**config.mk**
```make
export PLATFORM = sky130hd
export DESIGN_NAME = pipe_stage_fifo
export DESIGN_NICKNAME = d
export VERILOG_FILES = /design/src/rtl/pipe_stage_fifo.sv
export SDC_FILE = /design/constraint.sdc
export NUM_CORES = 1
export LEC_CHECK = 0
export BUFFER_PORTS_ARGS = -buffer_cell sky130_fd_sc_hd__buf_2
export CELL_PAD_IN_SITES_DETAIL_PLACEMENT = 1
export CELL_PAD_IN_SITES_GLOBAL_PLACEMENT = 1
export CORE_AREA = 5 5 275 277
export DETAILED_ROUTE_END_ITERATION = 10
export DIE_AREA = 0 0 280 282
export PLACE_DENSITY = 0.8
export SYNTH_ARGS = -nofsm -noshare
export SYNTH_HDL_FRONTEND = slang
export SYNTH_SLANG_ARGS = --single-unit
```
**constraint.sdc**
```tcl
create_clock -name clk -period 80.5 [get_ports clk]
set_input_delay 20.125 -clock clk [delete_from_list [all_inputs] [get_ports clk]]
set_output_delay 20.125 -clock clk [all_outputs]
set_load 0.005 [all_outputs]
```
**src/rtl/pipe_stage_fifo.sv**
```systemverilog
// Elastic pipeline stage: DEPTH-entry FIFO with valid/ready on both sides,
// clear/trap_en flush and stall freeze. Define PIPE_STAGE_FIFO_BYPASS_EN for zero-latency pass-through when empty.
module pipe_stage_fifo #(
    parameter int WIDTH = 354,
    parameter int DEPTH = 2,
    parameter int CNT_W = $clog2(DEPTH + 1)
) (
    input  logic             clk,
    input  logic             rst,
    input  logic             clear,
    input  logic             trap_en,
    input  logic             stall,
    input  logic             in_valid,
    output logic             in_ready,
    input  logic [WIDTH-1:0] in_data,
    output logic             out_valid,
    input  logic             out_ready,
    output logic [WIDTH-1:0] out_data,
    output logic [CNT_W-1:0] count,
    output logic             full,
    output logic             empty
);

    localparam int               PTR_W   = $clog2(DEPTH);
    localparam logic [CNT_W-1:0] DEPTH_C = CNT_W'(DEPTH);

    logic [WIDTH-1:0] mem_q [DEPTH];
    logic [PTR_W-1:0] wr_ptr_q, wr_ptr_d;
    logic [PTR_W-1:0] rd_ptr_q, rd_ptr_d;
    logic [CNT_W-1:0] count_q, count_d;

    logic             flush_s;
    logic             has_data_s;
    logic             in_ready_s;
    logic             push_s;
    logic             bypass_s;
    logic             pass_s;
    logic             push_mem_s;
    logic             pop_mem_s;
    logic             out_valid_s;
    logic [WIDTH-1:0] out_data_s;

    // Handshake decode, optional bypass and output selection
    always_comb begin
        flush_s    = rst | clear | trap_en;
        has_data_s = (count_q != {CNT_W{1'b0}});
        in_ready_s = ~rst & ~stall & (count_q != DEPTH_C);
        push_s     = in_valid & in_ready_s;
`ifdef PIPE_STAGE_FIFO_BYPASS_EN
        bypass_s   = ~has_data_s & in_valid & ~stall & ~flush_s;
        pass_s     = bypass_s & out_ready;
`else
        bypass_s   = 1'b0;
        pass_s     = 1'b0;
`endif
        // A passed-through beat never occupies storage
        push_mem_s  = push_s & ~pass_s;
        pop_mem_s   = has_data_s & ~stall & out_ready;
        out_valid_s = (has_data_s & ~stall) | bypass_s;
        if (has_data_s) begin
            out_data_s = mem_q[rd_ptr_q];
        end else if (bypass_s) begin
            out_data_s = in_data;
        end else begin
            out_data_s = {WIDTH{1'b0}};
        end
    end

    // Pointer and occupancy next-state; flush dominates push/pop and stall
    always_comb begin
        wr_ptr_d = wr_ptr_q;
        rd_ptr_d = rd_ptr_q;
        count_d  = count_q;
        if (flush_s) begin
            wr_ptr_d = {PTR_W{1'b0}};
            rd_ptr_d = {PTR_W{1'b0}};
            count_d  = {CNT_W{1'b0}};
        end else begin
            if (push_mem_s) begin
                wr_ptr_d = wr_ptr_q + PTR_W'(1);
            end else begin
                wr_ptr_d = wr_ptr_q;
            end
            if (pop_mem_s) begin
                rd_ptr_d = rd_ptr_q + PTR_W'(1);
            end else begin
                rd_ptr_d = rd_ptr_q;
            end
            case ({push_mem_s, pop_mem_s})
                2'b10:   count_d = count_q + CNT_W'(1);
                2'b01:   count_d = count_q - CNT_W'(1);
                default: count_d = count_q;
            endcase
        end
    end

    // Control state registers
    always_ff @(posedge clk) begin
        if (rst) begin
            wr_ptr_q <= {PTR_W{1'b0}};
            rd_ptr_q <= {PTR_W{1'b0}};
            count_q  <= {CNT_W{1'b0}};
        end else begin
            wr_ptr_q <= wr_ptr_d;
            rd_ptr_q <= rd_ptr_d;
            count_q  <= count_d;
        end
    end

    // Payload storage; stale entries are masked by the empty check on read
    always_ff @(posedge clk) begin
        if (push_mem_s && !flush_s) begin
            mem_q[wr_ptr_q] <= in_data;
        end
    end

    assign in_ready  = in_ready_s;
    assign out_valid = out_valid_s;
    assign out_data  = out_data_s;
    assign count     = count_q;
    assign full      = (count_q == DEPTH_C);
    assign empty     = ~has_data_s;

endmodule

```
==> results_dict.tcl <==
set metrics [dict create \
    antenna_found_initial 43 \
    path_clk_slew_ns 0.06 \
    reg2reg_to "mem_q[0][96]" \
    core_area_sq_um 72600 \
    drc 0 \
    skew_ns 0.0188 \
    crit_path_start_kind "primary input" \
    grt_pass1_vias 17695 \
    ir_drop_mv 0.0186 \
    clock_path_buffers 3 \
    mostFrequentLayoutCells "buf_2, edfxtp_1, nor2_1" \
    drt_wl_total_um 73800 \
    end_kind "primary output" \
    syn_avg_cell_area_sq_um 17.6 \
    holdCritStartpoint "rd_ptr_q" \
    worstSetupPathType "primary input to primary output" \
    ant_nets 0 \
    io_buffer_count 720 \
    core.rowCount 99 \
    grt_pass1_wl_um 107000 \
    timing.hold.worst_path_depth 2 \
    via_per_inst 4.80 \
    fin_crit_ns 40.75 \
    fill_cells 7359 \
    cts-resized-gates 0 \
    start_util_pct 36.9 \
    hold_viol_final 0 \
    holdBufCountCts 0 \
    routabilityCongestion 0.879 \
    cp_common_cell "buf_2" \
    synth-seq-cells 713 \
    crit_buf_inv 2 \
    drv_slew 0 \
    dpl.cell_count 3142 \
    drive_gt1_share_pct 36.5 \
    yosysSeqAreaShare_pct 79.7 \
    htreeDepth 3 \
    p_per_area_nw_per_um2 22.6 \
    fp.dieArea_sq_um 79000 \
    vias 15916 \
    critical-path-max-stage-delay_ns 0.22 \
    grt_max_degree 149 \
    worst-r2r-cell-count 6 \
    syn-cell-area_sq_um 26800 \
    synth_top_area_share_pct 79.3 \
    yosys_warnings 0 \
    drt_iter0_markers 986 \
    tritoncts "built" \
    worstMarginPinSlew_ns 1.14 \
    area_growth_pct 26.4 \
    synthCells 1525 \
    synth_area_leader_cell "edfxtp_1" \
    die_h_um 282 \
    min_to "rd_ptr_q" \
    final_common_cell "buf_2" \
    setup_viol 0 \
    slew_headroom_pct 24.2 \
    nNetsFinal 2623 \
    cap_violations 0 \
    ys_top_cells_by_area "edfxtp_1, mux2i_1, nor2_1" \
    clk_latency_ns 0.61 \
    synth_top_family_by_area "multiplexers" \
    r2r_setup_slack_ns 75.97 \
    slowest_stage "nor3_1" \
    crit_chain "buf_2, nor3_1, buf_2" \
    final.setup.tns_ns 0 \
    r2r_start "count[0]" \
    hp-class "flop to flop" \
    ys_types 24 \
    synthAdderAreaFrac_pct 0.0467 \
    fp.dieW_um 280 \
    synth.area.mux_share_pct 13.2 \
    first_pass_iters 4 \
    fmax_ghz 0.0245 \
    ios 721 \
    fin_cells 3313 \
    grt_usage_pct 17.5 \
    synth_xor_area_share_pct 0.0653 \
    outcome "finished clean" \
    critPathMaxFanout 4 \
    cts_made_buffers 76 \
    grt-ovfl-total 0 \
    synth_compound_area_share_pct 0.173 \
    leakagePower_nw 12.3 \
    root_buffer "clkbuf_16" \
    cp.arrival_ns 20.62 \
    postCtsSetupBuffers 0 \
    synth_fp_nets 1887 \
    clock-sinks 713 \
    wl_per_cell_um 22.3 \
    critPathTopFamily "buffers and inverters" \
    synthSimpleGateAreaFrac_pct 5.26 \
    dpl.hpwl_um 50400 \
    required_ns 60.37 \
    rsz0062_at_grt "no" \
    period_share_pct 50.6 \
]
layer usage:
metal | GRT usage, % | vias up | part of all wire (%)
met4 | 7.25 | 16 | 3.7
li1 | - | 7222 | -
met5 | 0 | - | 0.14
met1 | 18.6 | 7903 | 35
met3 | 6.22 | 164 | 7.8
met2 | 31.7 | 611 | 54
how the worst max path moves through the flow:
stage / from / depth (start not counted) / end
floorplan: stall / 2 / mem_q[0][0]
global placement: stall / 3 / in_ready
detailed placement: stall / 3 / in_ready
CTS: stall / 3 / in_ready
global route: stall / 3 / out_valid
finish: stall / 3 / in_ready
Yosys cell counts (all sizes together):
master  instances
mux2i         354
dfxtp           5
ha              1
nand2           2
edfxtp        708
clkbuf         12
and2            1
o31ai           1
nor2          357
o21ba           1
nand4b          1
or3             2
xor2            1
or4             1
inv             1
o21ai           3
a21oi           1
nor2b           1
xnor2           1
buf            67
o311ai          1
nor3            3
worst reg2reg max path, stage by stage (launching register included):
cell and delay, ns:
dfxtp_1 0.60, nor2b_2 0.17, or4_4 0.49, nor3_2 0.18, buf_4 0.71, buf_4 0.88
buf_4 0.98
cell type report:
cell class	instances	area [sq um]	area share, %
Sequential cell	713	21400	63.1
Tap cell	959	1200	3.54
Clock buffer	95	1990	5.89
Inverter	1	3.75	0.0111
Antenna cell	33	82.6	0.244
Clock inverter	43	415	1.23
Timing Repair Buffer	737	3770	11.1
Multi-Input combinational cell	732	5050	14.9
registers in the layout (all words and copies together), names as in the netlist, named ones only:
| register | flops |
|---|---|
| wr_ptr_q | 1 |
| mem_q | 708 |
| count | 2 |
| rd_ptr_q | 1 |
cells by family after synthesis:
group                    after synthesis
flip-flops                           713
AND/OR/NAND/NOR                      368
multiplexers                         354
buffers and inverters                 80
AO/OA/AOI/OAI                          7
XOR/XNOR                               2
adder cells (fa/ha/maj)                1
power by group:
part	internal, mW	switching (mW)	total (mW)
registers	0.409	0.000349	0.410
logic	0.00783	0.00853	0.0164
clock network	0.194	0.144	0.338
per-stage QoR:
step | cell area [sq um] | setup WS, ns | total power, mW | util [%] | hold slack, ns
final | 33900 | 39.75 | 0.764 | 46.7 | 0.493
after global routing | 33900 | 39.73 | 0.793 | 46.7 | 0.527
after CTS | 33800 | 39.74 | 0.773 | 46.6 | 0.495
after detailed placement | 31400 | 39.74 | 0.434 | 43.2 | 0.485
after global placement | 31400 | 39.71 | 0.432 | 43.2 | 0.457
after floorplan | 26800 | 34.34 | 0.422 | - | 0.447
Power figures use the tool's default switching activity.
